`src/rtl/store_write_buffer_if.sv`:
```
// Store-queue issue port, bus write-master port, load lookup and fence status
// of the posted-write buffer, bundled so both sides connect through one port.
interface store_write_buffer_if;
    logic        in_valid;
    logic        in_ready;
    logic [31:0] in_addr;
    logic [3:0]  in_be;
    logic [31:0] in_data;
    logic        in_strictly_ordered;
    logic        drain;
    logic        bus_req_valid;
    logic        bus_req_ready;
    logic [31:0] bus_addr;
    logic [3:0]  bus_be;
    logic [31:0] bus_data;
    logic        bus_ack;
    logic [31:0] lookup_addr;
    logic        lookup_hit;
    logic        empty;

    // Store queue / bus / LSU side.
    modport master (
        output in_valid, in_addr, in_be, in_data, in_strictly_ordered, drain,
        output bus_req_ready, bus_ack, lookup_addr,
        input  in_ready, bus_req_valid, bus_addr, bus_be, bus_data,
        input  lookup_hit, empty
    );

    // Write buffer side.
    modport slave (
        input  in_valid, in_addr, in_be, in_data, in_strictly_ordered, drain,
        input  bus_req_ready, bus_ack, lookup_addr,
        output in_ready, bus_req_valid, bus_addr, bus_be, bus_data,
        output lookup_hit, empty
    );
endinterface

```
`src/rtl/store_write_buffer.sv`:
```
// Posted-write buffer: in-order FIFO of word-granular stores with same-word
// coalescing into the youngest entry, bounded outstanding bus writes,
// load same-word hit detection and an empty flag for fences.
module store_write_buffer #(
    parameter int unsigned DEPTH           = 4,
    parameter int unsigned MAX_OUTSTANDING = 2
) (
    input  logic                clk,
    input  logic                rst_n,
    store_write_buffer_if.slave io
);
    localparam int unsigned PTR_W = (DEPTH > 1) ? $clog2(DEPTH) : 1;
    localparam int unsigned CNT_W = $clog2(DEPTH + 1);
    localparam int unsigned OUT_W = (MAX_OUTSTANDING > 0) ? $clog2(MAX_OUTSTANDING + 1) : 1;

    localparam logic [CNT_W-1:0] CNT_FULL = CNT_W'(DEPTH);
    localparam logic [CNT_W-1:0] CNT_TWO  = CNT_W'(2);
    localparam logic [OUT_W-1:0] OUT_MAX  = OUT_W'(MAX_OUTSTANDING);

    logic [29:0]      ent_word [DEPTH];
    logic [3:0]       ent_be   [DEPTH];
    logic [31:0]      ent_data [DEPTH];
    logic [DEPTH-1:0] ent_so;
    logic [DEPTH-1:0] ent_valid;

    logic [PTR_W-1:0] head;
    logic [PTR_W-1:0] tail;
    logic [PTR_W-1:0] youngest;
    logic [CNT_W-1:0] count;
    logic [OUT_W-1:0] outstanding;

    logic accept;
    logic merge;
    logic push;
    logic issue;

    // Byte-offset bits only describe the original access; matching is per word.
    logic unused_addr_lsbs;
    assign unused_addr_lsbs = ^{io.in_addr[1:0], io.lookup_addr[1:0]};

    // Accept/merge/push decision and bus request qualification.
    // Merging needs count>=2 so the youngest entry is never the frozen head,
    // even when that head issues in the same cycle.
    always_comb begin
        youngest         = tail - PTR_W'(1);
        io.in_ready      = (count != CNT_FULL);
        accept           = io.in_valid && io.in_ready && (io.in_be != 4'b0000);
        merge            = accept && (count >= CNT_TWO)
                           && (ent_word[youngest] == io.in_addr[31:2])
                           && !io.in_strictly_ordered && !ent_so[youngest]
                           && !io.drain;
        push             = accept && !merge;
        io.bus_req_valid = (count != '0) && (outstanding < OUT_MAX)
                           && (!ent_so[head] || (outstanding == '0));
        issue            = io.bus_req_valid && io.bus_req_ready;
    end

    // Bus payload comes straight from the head entry; empty covers in-flight writes.
    always_comb begin
        io.bus_addr = {ent_word[head], 2'b00};
        io.bus_be   = ent_be[head];
        io.bus_data = ent_data[head];
        io.empty    = (count == '0) && (outstanding == '0);
    end

    // Load hit check against buffered (not yet issued) entries.
    always_comb begin
        io.lookup_hit = 1'b0;
        for (int unsigned i = 0; i < DEPTH; i++) begin
            if (ent_valid[i] && (ent_word[i] == io.lookup_addr[31:2])) begin
                io.lookup_hit = 1'b1;
            end
        end
    end

    // Pointers, occupancy, outstanding-write count and per-entry flags.
    always_ff @(posedge clk or negedge rst_n) begin
        if (!rst_n) begin
            head        <= '0;
            tail        <= '0;
            count       <= '0;
            outstanding <= '0;
            ent_valid   <= '0;
            ent_so      <= '0;
        end else begin
            if (push) begin
                tail              <= tail + PTR_W'(1);
                ent_valid[tail]   <= 1'b1;
                ent_so[tail]      <= io.in_strictly_ordered;
            end
            if (issue) begin
                head              <= head + PTR_W'(1);
                ent_valid[head]   <= 1'b0;
            end
            if (push && !issue) begin
                count <= count + CNT_W'(1);
            end else if (!push && issue) begin
                count <= count - CNT_W'(1);
            end
            if (issue && !io.bus_ack) begin
                outstanding <= outstanding + OUT_W'(1);
            end else if (!issue && io.bus_ack) begin
                outstanding <= outstanding - OUT_W'(1);
            end
        end
    end

    // Entry payload: fresh write at tail, or byte-wise coalesce into the youngest.
    always_ff @(posedge clk) begin
        if (push) begin
            ent_word[tail] <= io.in_addr[31:2];
            ent_be[tail]   <= io.in_be;
            ent_data[tail] <= io.in_data;
        end else if (merge) begin
            ent_be[youngest] <= ent_be[youngest] | io.in_be;
            for (int unsigned b = 0; b < 4; b++) begin
                if (io.in_be[b]) begin
                    ent_data[youngest][8*b +: 8] <= io.in_data[8*b +: 8];
                end
            end
        end
    end

    a_no_push_when_full: assert property (@(posedge clk) disable iff (!rst_n)
        push |-> (count != CNT_FULL));
    a_outstanding_bound: assert property (@(posedge clk) disable iff (!rst_n)
        outstanding <= OUT_MAX);
    a_ack_needs_outstanding: assert property (@(posedge clk) disable iff (!rst_n)
        io.bus_ack |-> (outstanding != '0));
    a_payload_stable: assert property (@(posedge clk) disable iff (!rst_n)
        (io.bus_req_valid && !io.bus_req_ready) |=>
        (io.bus_req_valid && $stable({io.bus_addr, io.bus_be, io.bus_data})));
endmodule

```
`src/flat_wrapper.sv`:
```
// flat-port wrapper written by rule: the top's interface ports become plain ports
module store_write_buffer_flat 
#(
    parameter int unsigned DEPTH           = 4,
    parameter int unsigned MAX_OUTSTANDING = 2
)
  (clk, rst_n, io_in_valid, io_in_addr, io_in_be, io_in_data, io_in_strictly_ordered, io_drain, io_bus_req_ready, io_bus_ack, io_lookup_addr, io_in_ready, io_bus_req_valid, io_bus_addr, io_bus_be, io_bus_data, io_lookup_hit, io_empty);
  store_write_buffer_if io_i ();
  input  logic clk;
  input  logic rst_n;
  input wire logic [$bits(io_i.in_valid)-1:0] io_in_valid;
  input wire logic [$bits(io_i.in_addr)-1:0] io_in_addr;
  input wire logic [$bits(io_i.in_be)-1:0] io_in_be;
  input wire logic [$bits(io_i.in_data)-1:0] io_in_data;
  input wire logic [$bits(io_i.in_strictly_ordered)-1:0] io_in_strictly_ordered;
  input wire logic [$bits(io_i.drain)-1:0] io_drain;
  input wire logic [$bits(io_i.bus_req_ready)-1:0] io_bus_req_ready;
  input wire logic [$bits(io_i.bus_ack)-1:0] io_bus_ack;
  input wire logic [$bits(io_i.lookup_addr)-1:0] io_lookup_addr;
  output wire logic [$bits(io_i.in_ready)-1:0] io_in_ready;
  output wire logic [$bits(io_i.bus_req_valid)-1:0] io_bus_req_valid;
  output wire logic [$bits(io_i.bus_addr)-1:0] io_bus_addr;
  output wire logic [$bits(io_i.bus_be)-1:0] io_bus_be;
  output wire logic [$bits(io_i.bus_data)-1:0] io_bus_data;
  output wire logic [$bits(io_i.lookup_hit)-1:0] io_lookup_hit;
  output wire logic [$bits(io_i.empty)-1:0] io_empty;
  assign io_i.in_valid = io_in_valid;
  assign io_i.in_addr = io_in_addr;
  assign io_i.in_be = io_in_be;
  assign io_i.in_data = io_in_data;
  assign io_i.in_strictly_ordered = io_in_strictly_ordered;
  assign io_i.drain = io_drain;
  assign io_i.bus_req_ready = io_bus_req_ready;
  assign io_i.bus_ack = io_bus_ack;
  assign io_i.lookup_addr = io_lookup_addr;
  assign io_in_ready = io_i.in_ready;
  assign io_bus_req_valid = io_i.bus_req_valid;
  assign io_bus_addr = io_i.bus_addr;
  assign io_bus_be = io_i.bus_be;
  assign io_bus_data = io_i.bus_data;
  assign io_lookup_hit = io_i.lookup_hit;
  assign io_empty = io_i.empty;
  store_write_buffer #(.DEPTH(DEPTH), .MAX_OUTSTANDING(MAX_OUTSTANDING)) u_core (.clk(clk), .rst_n(rst_n), .io(io_i));
endmodule
```
`config.mk`:
```
export PLATFORM = sky130hd
export DESIGN_NAME = store_write_buffer_flat
export DESIGN_NICKNAME = d
export VERILOG_FILES = /design/src/rtl/store_write_buffer_if.sv /design/src/rtl/store_write_buffer.sv /design/src/flat_wrapper.sv
export SDC_FILE = /design/constraint.sdc
export NUM_CORES = 1
export LEC_CHECK = 0
export BUFFER_PORTS_ARGS = -buffer_cell sky130_fd_sc_hd__clkbuf_2
export CORE_ASPECT_RATIO = 0.75
export CORE_MARGIN = 2
export CORE_UTILIZATION = 30
export DETAILED_ROUTE_END_ITERATION = 8
export GPL_TIMING_DRIVEN = 1
export HOLD_SLACK_MARGIN = 0.02
export PLACE_DENSITY = 0.58
export SLEW_MARGIN = 5
export SYNTH_ARGS = -nofsm -noshare
export SYNTH_HDL_FRONTEND = slang
export SYNTH_SLANG_ARGS = --single-unit
export TNS_END_PERCENT = 20
```
`constraint.sdc`:
```
create_clock -name clk -period 4.4 [get_ports clk]
set_clock_uncertainty 0.15 [all_clocks]
set_input_delay 0.66 -clock clk [delete_from_list [all_inputs] [get_ports clk]]
set_output_delay 0.66 -clock clk [all_outputs]
set_load 0.02 [all_outputs]
```
## After elaboration in Yosys (flattened, before gate mapping)

Memories as Yosys holds them, arrays and structs flattened.
Index checks and enable logic that the tools add are counted.

- Reductions and logical operators: 39
- Bitwise gates (word level): 4
- Mux-type cells: 46
- Add/subtract/negate cells: 7
- $lt $le $gt $ge: 7
- Equal/unequal tests: 6

Operators with widths:

| cell | count |
|---|---|
| $eq 30x30->1 | 5 |
| $mux 32 | 1 |
| $reduce_or 32->1 | 1 |
| $mux 1 | 30 |
| $logic_and 1x1->1 | 22 |
| $mux 4 | 4 |
| $lt 2x3->1 const B | 3 |
| $logic_not 1->1 | 8 |
| $mux 2 | 4 |
| $or 4x4->4 | 2 |
| $add 2x1->2 const B | 3 |
| $mux 3 | 2 |
| $and 4x4->4 | 1 |
| $bmux 1 s2 | 2 |
| $bwmux 4 | 1 |
| $demux 1 s2 | 2 |
| $ge 2x1->1 const B | 2 |
| $not 4->4 | 1 |
| $reduce_bool 2->1 | 2 |
| $reduce_bool 4->1 | 1 |
| $reduce_or 4->1 | 1 |
| $sub 2x1->2 const B | 2 |
| $add 3x1->3 const B | 1 |
| $ge 3x2->1 const B | 1 |
| other kinds (7) | 7 |

- Bits of input ports: 107
- RAM bits: 264
- Memories kept: 3
- Word-level logic and storage cells: 118
- Register bits after elaboration: 17
- Output and inout bits: 72

Memory list:

| name | depth | bits a word | read ports | clocked after memory_dff | write ports | line | source |
|---|---|---|---|---|---|---|---|
| u_core.ent_data | 4 | 32 | 1 | 0 | 1 | store_write_buffer.sv:22 | `logic [31:0] ent_data [DEPTH];` |
| u_core.ent_word | 4 | 30 | 6 | 0 | 1 | store_write_buffer.sv:20 | `logic [29:0] ent_word [DEPTH];` |
| u_core.ent_be | 4 | 4 | 2 | 0 | 1 | store_write_buffer.sv:21 | `logic [3:0] ent_be [DEPTH];` |

## Longest topological paths before layout

Gate-level depths: netlist of the first run.

- Depth in word-level cells: 14
- Gate-level depth with buffers: 20
- Gate-level depth less buffers: 15

## Worst setup path after synthesis of the first run

No wires, ideal clock.

- Path kind: flip-flop to flip-flop
- From: reg u_core.tail[0]
- To: reg u_core.count[1]
- Path buffers: 4
- Stages on the path, launching flop included: 18
- Arrival time: 3911 ps
- Path slack: 214 ps
- Library setup time: 125 ps
- Period minus slack after synthesis: 4186 ps
- Required time: 4125 ps
- Cells stage by stage: dfrtp_1 -> buf_6 -> buf_2 -> inv_1 -> ha_1 -> clkbuf_1 -> mux4_2 -> nor4_1 -> nand3_1 -> a2111oi_4 -> nand3_2 -> buf_4 -> nand2_2 -> inv_1 -> ha_1 -> inv_1 -> fa_1 -> mux2_2

- Cells in the longest elaborated chain, start to end: 12
- Elaborated cells on any way between the ends: 17
- Those cells by class: 1 x add/sub; 1 x eq/ne; 3 x mux; 11 x reduce/logical; 1 x memory

Ends and longest elaborated chain:

| element | line | source |
|---|---|---|
| start: declaration | store_write_buffer.sv:27 | `logic [PTR_W-1:0] tail;` |
| start signal: assignment | store_write_buffer.sv:87 | `tail <= tail + PTR_W'(1);` |
| $sub 2x1->2 * | store_write_buffer.sv:45 | `youngest = tail - PTR_W'(1);` |
| net u_core.youngest[0] | store_write_buffer.sv:28 | `logic [PTR_W-1:0] youngest;` |
| $mem_v2 4x30 | n/a |  |
| $eq 30x30->1 | store_write_buffer.sv:49 | `&& (ent_word[youngest] == io.in_addr[31:2])` |
| $logic_and 1x1->1 | store_write_buffer.sv:49 |  |
| $logic_and 1x1->1 | store_write_buffer.sv:50 | `&& !io.in_strictly_ordered && !ent_so[youngest]` |
| $logic_and 1x1->1 * | store_write_buffer.sv:50 |  |
| $logic_and 1x1->1 * | store_write_buffer.sv:51 | `&& !io.drain;` |
| $logic_not 1->1 * | store_write_buffer.sv:52 | `push = accept && !merge;` |
| $logic_and 1x1->1 * | store_write_buffer.sv:52 |  |
| net u_core.push | store_write_buffer.sv:34 | `logic push;` |
| $logic_not 1->1 | store_write_buffer.sv:97 | `end else if (!push && issue) begin` |
| $logic_and 1x1->1 | store_write_buffer.sv:97 |  |
| $reduce_bool 2->1 (no line) | n/a |  |
| end signal: assignment | store_write_buffer.sv:96 | `count <= count + CNT_W'(1);` |
| end signal: assignment | store_write_buffer.sv:98 | `count <= count - CNT_W'(1);` |
| end: declaration | store_write_buffer.sv:29 | `logic [CNT_W-1:0] count;` |

Mark *: on every way through the listed nets, which the timed path passes. The rest lies on a longest branch. The select of a mux whose other input is x is not followed.
A chain may end at the register's enable or synchronous reset.

## Worst setup path in the final report of the first run

- From: reg u_core.tail[1]
- To: reg u_core.count[1]

- Cells in the longest elaborated chain, start to end: 12
- Elaborated cells on any way between the ends: 17
- Those cells by class: 1 x add/sub; 1 x eq/ne; 3 x mux; 11 x reduce/logical; 1 x memory

Ends and longest elaborated chain:

| element | line |
|---|---|
| $sub 2x1->2 * | store_write_buffer.sv:45 |
| $mem_v2 4x30 | n/a |
| $eq 30x30->1 | store_write_buffer.sv:49 |
| $logic_and 1x1->1 | store_write_buffer.sv:49 |
| $logic_and 1x1->1 | store_write_buffer.sv:50 |
| $logic_and 1x1->1 * | store_write_buffer.sv:50 |
| $logic_and 1x1->1 * | store_write_buffer.sv:51 |
| $logic_not 1->1 * | store_write_buffer.sv:52 |
| $logic_and 1x1->1 * | store_write_buffer.sv:52 |
| net u_core.push | store_write_buffer.sv:34 |
| $logic_not 1->1 | store_write_buffer.sv:97 |
| $logic_and 1x1->1 | store_write_buffer.sv:97 |
| $reduce_bool 2->1 (no line) | n/a |

Marks and branches as above.

==> results of run 1 <==
==> report_power, final <==
group          switching, mW  total (mW)  internal, mW
clock                   1.07        2.54          1.46
combinational           2.67        4.68          2.01
sequential             0.282        3.83          3.54
==> per-stage QoR <==
stage / util (%) / hold WS, ps / instances / instance area [um^2]
2_1_floorplan: - / 214.4 / 750 / 13330
3_3_place_gp: 34.23 / 329.8 / 1478 / 14920
3_5_place_dp: 34.23 / 339.9 / 1478 / 14920
4_1_cts: 36.52 / 120.0 / 1535 / 15920
5_1_grt: 36.52 / 134.9 / 1535 / 15920
6_report: 36.52 / 160.9 / 1536 / 15920
==> synthesized netlist by cell type, types with 6 or more instances <==
cell type  instances  area [um^2]
nor4_1            17        106.4
inv_1             13        48.80
xnor2_1          108        945.9
dfrtp_1           17        425.4
o21ai_1            6        30.03
nor2_1             7        26.28
mux4_2            99         2230
xor2_1            52        455.4
ha_1              10        125.1
nand4_1           34        212.7
clkbuf_1          31        116.4
nand3_1            8        40.04
edfxtp_1         264         7928
nand2_1           17        63.81
buf_1              6        22.52
o21ai_0           13        65.06
==> state kept, by name, indices dropped and copies added (netlist names) <==
signal	cells
u_core.count	3
u_core.ent_be	16
u_core.ent_data	128
u_core.ent_so	4
u_core.ent_valid	4
u_core.ent_word	120
u_core.head	2
u_core.outstanding	2
u_core.tail	2
==> per-layer routing <==
metal  part of all wire (%)  vias to the layer above  track usage [%]  routed length [um]
met1                     47                     3873            23.02               16800
met3                    7.6                       52            4.243                2718
li1                       -                     3346                -                   -
met4                    1.8                        4            3.017                 623
met2                     43                      248            21.97               15430
met5                  0.067                        -                0                  24
==> worst max-delay path, delay by kind of cell, from the launching register on <==
kind                     cells  cell delay (ps)
adder cells (fa/ha/maj)      3              990
multiplexers                 2              600
flip-flops                   1              430
XOR/XNOR                     1              340
buffers and inverters        5              650
AND/OR/NAND/NOR              4              780
==> layout make-up <==
type                            count  area [um^2]
Clock buffer                       35        790.8
Clock inverter                     21        197.7
Sequential cell                   281         8362
Fill cell                        4134        27680
Antenna cell                        1        2.502
Multi-Input combinational cell    410         4711
Timing Repair Buffer              197         1089
Inverter                           13        48.80
Tap cell                          578        723.2
==> kinds of logic after synthesis <==
logic type / after synthesis / share of synthesized area [%]
xor gates and xnor gates: 160 / 10.51
AOI/OAI and AO/OA: 33 / 1.709
DFF: 281 / 62.67
muxes: 110 / 17.85
adders and majority gates: 11 / 1.089
other: 1 / 0.02814
and+or+nand+nor: 94 / 4.112
buffers and inverters: 59 / 2.028
==> worst min path at each step <==
stage,from,end,slack [ps]
after floorplan,rst_n,u_core.count[0]$_DFFE_PN0P_,210
after global placement,u_core.outstanding[1]$_DFFE_PN0P_,u_core.outstanding[1]$_DFFE_PN0P_,330
after detailed placement,u_core.outstanding[1]$_DFFE_PN0P_,u_core.outstanding[1]$_DFFE_PN0P_,340
after CTS,io_in_data[23],u_core.ent_data[0][23]$_DFFE_PP_,120
after global routing,io_in_data[23],u_core.ent_data[0][23]$_DFFE_PP_,130
final,io_in_data[5],u_core.ent_data[2][5]$_DFFE_PP_,160
==> run summary, run 1 <==
=================================================================================
Area of the core region                                                43600 um^2
Nets@finish                                                                  1051
Via density per instance                                                    4.898
WHS Path Cells                                                                  1
Final slew viol count                                                           0
Worst slack at placement                                                 321.9 ps
Initial antenna violation count                                                 3
Critical path startpoint category                                       flip-flop
Most common cell after layout, fill and taps aside                       edfxtp_1
Effective utilization at floorplan                                         30.57%
Required time at the worst-slack endpoint                                 4710 ps
Async SR Flop Fraction                                                     6.050%
Startpoint of the worst-slack reg-to-reg timing path                 u_core.tail[1]$_DFFE_PN0P_
Max-Slew Margin vs Limit                                                   37.01%
Iteration-0 DRC count of the detailed router                                  687
CTS resizes                                                                     0
Critical-path top delay cell                                              dfrtp_1
Post-layout total power                                                  11.04 mW
Unrepaired setup endpoints after global routing                                no
Final RePlAce weighted congestion                                          0.8240
Final Cycle Share                                                          92.55%
Synth Flop Type                                                          edfxtp_1
Mapped Area                                                            13330 um^2
Number of post-CTS setup repair buffers                                         0
Count of distinct cell types in the synthesized netlist                        42
Worst R2R Path Depth                                                           15
Total leakage power                                                      5.381 nW
Cell at the root of the clock tree                                      clkbuf_16
Setup slack on the worst flop-to-flop path                                 330 ps
Clock tree buffer depth                                                         3
Total of warnings raised by yosys                                               0
Detailed Route WL                                                        35590 um
Result of the run                                                    complete, no violations
Htree depth                                                                     1
Clock slew seen by the registers of the worst setup and hold paths          60 ps
Number of flops mapped to enable cells by yosys                               264
Capture instance of the worst register-to-register path              u_core.count[1]$_DFFE_PN0P_
Global-route usage over all layers                                         15.27%
Port Buffer Count                                                             172
End of the critical path                                             u_core.count[1]$_DFFE_PN0P_
DRC errors left                                                                 0
Worst Max-Slew Pin Slew                                                  938.6 ps
Max-capacitance violation count                                                 0
Vertical die dimension                                                   186.5 um
Antenna Nets Post-Route                                                         0
Setup total negative slack                                                   0 ps
I/O pin count                                                                 179
Maximum operating frequency                                             245.6 MHz
Signal arrival time at the worst endpoint                                 4380 ps
Clock sinks                                                                   281
Number of iterations in the first detailed-routing pass                         4
Delay contributed by the slowest stage of the critical path                430 ps
Tightest Hold Check Type                                             input pin to flip-flop
Largest fanout of any net on the critical path                                 33
Final HPWL DP                                                            25290 um
Flip-flop and latch count after synthesis                                     281
Drt wl/cell                                                              23.17 um
P&R area growth vs syn                                                     19.48%
Cts-stage hold buffer count                                                     1
Fin worst setup slack                                                    327.7 ps
Time the final worst path needs with I/O delays and setup                 4072 ps
Number of buffers inserted during clock tree synthesis                         30
Fraction of layout cells with a size suffix above 1                        37.62%
Element type at the critical path end                                   flip-flop
Maximum ir drop on the vdd rail                                          507.6 uV
Cell row count                                                                 66
Critical setup path kind                                             flip-flop to flip-flop
Series of cell instances along the critical path                     inv_1 -> ha_2 -> buf_12 -> mux4_2 -> xnor2_1 -> nand4_1 -> nor4_2 -> nand3_2 -> buf_12 -> nand2_2 -> inv_1 -> ha_1 -> inv_1 -> fa_1 -> mux2_2
Source-to-sink clock delay at the later pin of the worst-skew pair         570 ps
Die width                                                                247.4 um
Cell seen most often among critical-path stages                             inv_1
Die footprint                                                          46150 um^2
Number of hold violations in the final report                                   0
Register area share after synthesis                                        62.67%
Largest net degree at the start of global routing                              40
TritonCTS clock tree                                                          yes
Critical Path Start                                                  u_core.tail[1]$_DFFE_PN0P_
Post-synthesis instance total                                                 749
Final-report setup violation count                                              0
Number of global-route vias before repair                                    7768
Global-route wire length before repair                                   51900 um
Post-synthesis area per instance                                       17.79 um^2
Commonest non-fill, non-tap cells in the layout                      edfxtp_1 (264), clkbuf_2 (172), xnor2_1 (108), mux4_2 (99), xor2_1 (52)
Power Dens Cells                                                     693.5 nW/um^2
Total vias in the final route                                                7523
Overflow after GRT                                                              0
=================================================================================
(Power assumes the default switching activity.)
==> inputs of run 2 (changes only) <==
Settings changed: BUFFER_PORTS_ARGS -buffer_cell sky130_fd_sc_hd__clkbuf_2 to unset, DONT_BUFFER_PORTS set to 1, PLACE_DENSITY 0.58 to 0.54.
==> run 2 against run 1 <==
Net effect: fmax is 1.7% lower; register-to-register slack worse by 70 ps; worst hold slack worse by 71 ps; sequential share of layout area is 0.55 points higher; largest power group unchanged.
==> run summary, run 2 (synthesized netlist as in run 1, its figures left out) <==
=================================================================================
TritonCTS clock tree                                                          yes   unchanged
Detailed Route WL                                                        37070 um   was 35590 um
CTS resizes                                                                     0   unchanged
Total leakage power                                                      4.983 nW   was 5.381 nW
Largest fanout of any net on the critical path                                 33   unchanged
Final Cycle Share                                                          94.19%   was 92.55%
Cts-stage hold buffer count                                                    63   was 1
DRC errors left                                                                 0   unchanged
Source-to-sink clock delay at the later pin of the worst-skew pair         570 ps   about the same
Critical path startpoint category                                       flip-flop   unchanged
Via density per instance                                                    5.094   was 4.898
Number of hold violations in the final report                                   0   unchanged
Final HPWL DP                                                            25480 um   was 25290 um
Clock slew seen by the registers of the worst setup and hold paths          60 ps   about the same
Max-Slew Margin vs Limit                                                   37.95%   was 37.01%
Signal arrival time at the worst endpoint                                 4440 ps   was 4380 ps
Source of the worst hold timing path                                 io_in_strictly_ordered   was io_in_data[5]
Maximum ir drop on the vdd rail                                          301.6 uV   was 507.6 uV
Initial antenna violation count                                                 1   was 3
Clock sinks                                                                   281   unchanged
Number of flip-flops in the largest register                                  128   unchanged
Final core area utilization                                                36.14%   was 36.52%
Max-capacitance violation count                                                 0   unchanged
Commonest non-fill, non-tap cells in the layout                      edfxtp_1 (264), xnor2_1 (108), mux4_2 (99), dlygate4sd3_1 (63), xor2_1 (52)   was edfxtp_1 (264), clkbuf_2 (172), xnor2_1 (108), mux4_2 (99), xor2_1 (52)
Area of the core region                                                43600 um^2   unchanged
Post-layout instance area                                              15760 um^2   was 15920 um^2
Total vias in the final route                                                7269   was 7523
Tightest Hold Check Type                                             input pin to flip-flop   unchanged
Power Dens Cells                                                     689.2 nW/um^2   was 693.5 nW/um^2
Number of global-route vias before repair                                    7628   was 7768
Result of the run                                                    complete, no violations   unchanged
Setup total negative slack                                                   0 ps   unchanged
Worst Max-Slew Pin Slew                                                  924.6 ps   was 938.6 ps
Largest net degree at the start of global routing                              48   was 40
Element type at the critical path end                                   flip-flop   unchanged
Clock tree buffer depth                                                         3   unchanged
Final instance count without filler cells                                    1427   was 1536
Die width                                                                247.4 um   unchanged
P&R area growth vs syn                                                     18.24%   was 19.48%
Largest reg by FF count                                              u_core.ent_data   unchanged
Final-report setup violation count                                              0   unchanged
Iteration-0 DRC count of the detailed router                                  509   was 687
Startpoint of the worst-slack reg-to-reg timing path                 u_core.tail[1]$_DFFE_PN0P_   unchanged
Required time at the worst-slack endpoint                                 4700 ps   was 4710 ps
Registers with the most flip-flops                                   u_core.ent_data: 128 flops, u_core.ent_word: 120 flops, u_core.ent_be: 16 flops   unchanged
Drt wl/cell                                                              25.98 um   was 23.17 um
Unrepaired setup endpoints after global routing                                no   unchanged
Effective utilization at floorplan                                         30.57%   unchanged
Cell row count                                                                 66   unchanged
Number of buffers inserted during clock tree synthesis                         31   was 30
Cell at the root of the clock tree                                      clkbuf_16   unchanged
Global-route wire length before repair                                   53900 um   was 51900 um
Critical setup path kind                                             flip-flop to flip-flop   unchanged
Overflow after GRT                                                              0   unchanged
Global-route usage over all layers                                         15.94%   was 15.27%
Number of iterations in the first detailed-routing pass                         5   was 4
Total cell area at the placement stage                                 14110 um^2   was 14920 um^2
Die footprint                                                          46150 um^2   unchanged
Total of fill cells in the finished design                                   4117   was 4134
Nets@finish                                                                   948   was 1051
Placed cell count                                                            1312   was 1478
Antenna Nets Post-Route                                                         0   unchanged
Vertical die dimension                                                   186.5 um   unchanged
Htree depth                                                                     1   unchanged
Critical Path Start                                                  u_core.tail[1]$_DFFE_PN0P_   unchanged
I/O pin count                                                                 179   unchanged
Port Buffer Count                                                               0   was 172
Most common cell after layout, fill and taps aside                       edfxtp_1   unchanged
Final RePlAce weighted congestion                                          0.8153   was 0.8240
Final slew viol count                                                           0   unchanged
Maximum operating frequency                                             241.3 MHz   was 245.6 MHz
Fraction of layout cells with a size suffix above 1                        22.41%   was 37.62%
Number of post-CTS setup repair buffers                                         0   unchanged
Time the final worst path needs with I/O delays and setup                 4144 ps   was 4072 ps
=================================================================================
==> run 2: changes by cell type in the layout (fill, tap and decap cells not counted), sizes merged <==
cell,before,now
bufinv,3,6
clkinv,13,8
clkbuf,207,36
dlygate4sd3,1,63
buf,24,30
clkinvlp,5,1
==> run 2: area by class of cell <==
class                   count  area [um^2]  area share, %
inverters                  13        48.80         0.3096
clock buffers              36        794.5          5.042
multi-input cells         410         4711          29.89
repair buffers             93        893.4          5.669
well taps                 578        723.2          4.589
flip-flops and latches    281         8362          53.06
diodes                      1        2.502        0.01588
clock inverters            15        224.0          1.421
==> run 2: final timing paths <==
| check | end | slack, ps | depth (start not counted) |
|---|---|---|---|
| max reg2reg | u_core.count[1]$_DFFE_PN0P_ | 260 | 15 |
| min | u_core.ent_so[2]$_DFFE_PN0P_ | 90 | 1 |
| min reg2reg | u_core.outstanding[1]$_DFFE_PN0P_ | 360 | 1 |
| max | u_core.count[1]$_DFFE_PN0P_ | 260 | 15 |
| max in group asynchronous | u_core.head[0]$_DFFE_PN0P_ | 2970 | 1 |
| min in group asynchronous | u_core.outstanding[1]$_DFFE_PN0P_ | 500 | 1 |
==> run 2: power by group <==
group | total [mW] | switching [mW] | internal (mW)
logic | 4.38 | 2.56 | 1.82
clock network | 2.64 | 1.02 | 1.62
registers | 3.83 | 0.289 | 3.55
total | 10.9 | 3.88 | 6.99
==> run 2: worst max-delay path: stages, from the launching register on <==
cell     delay [ps]
dfrtp_1         430
inv_1           120
ha_2            520
buf_4           190
mux4_2          310
xnor2_1         280
nand4_1         190
nor4_2          400
nand3_2         150
buf_12          200
nand2_2         100
inv_1            50
ha_1            200
inv_1            70
fa_1            390
mux2_2          260
==> run 2: routing by layer <==
layer	global-route usage, %	wire length (um)	up-vias
met2	23.69	16580	224
met5	0	0	-
met3	4.962	3035	36
met4	2.856	565	0
met1	23.13	16890	3879
li1	-	-	3130
==> run 2: stage by stage <==
step / setup slack (ps) / hold WS (ps) / power [mW]
after floorplan: 214.2 / 214.4 / 7.053
after global placement: 294.8 / 216.0 / 8.255
after CTS: 199.7 / 52.38 / 11.04
final: 255.8 / 89.86 / 10.86
after global routing: 19.75 / 60.90 / 11.39
after detailed placement: 227.1 / 215.8 / 8.269
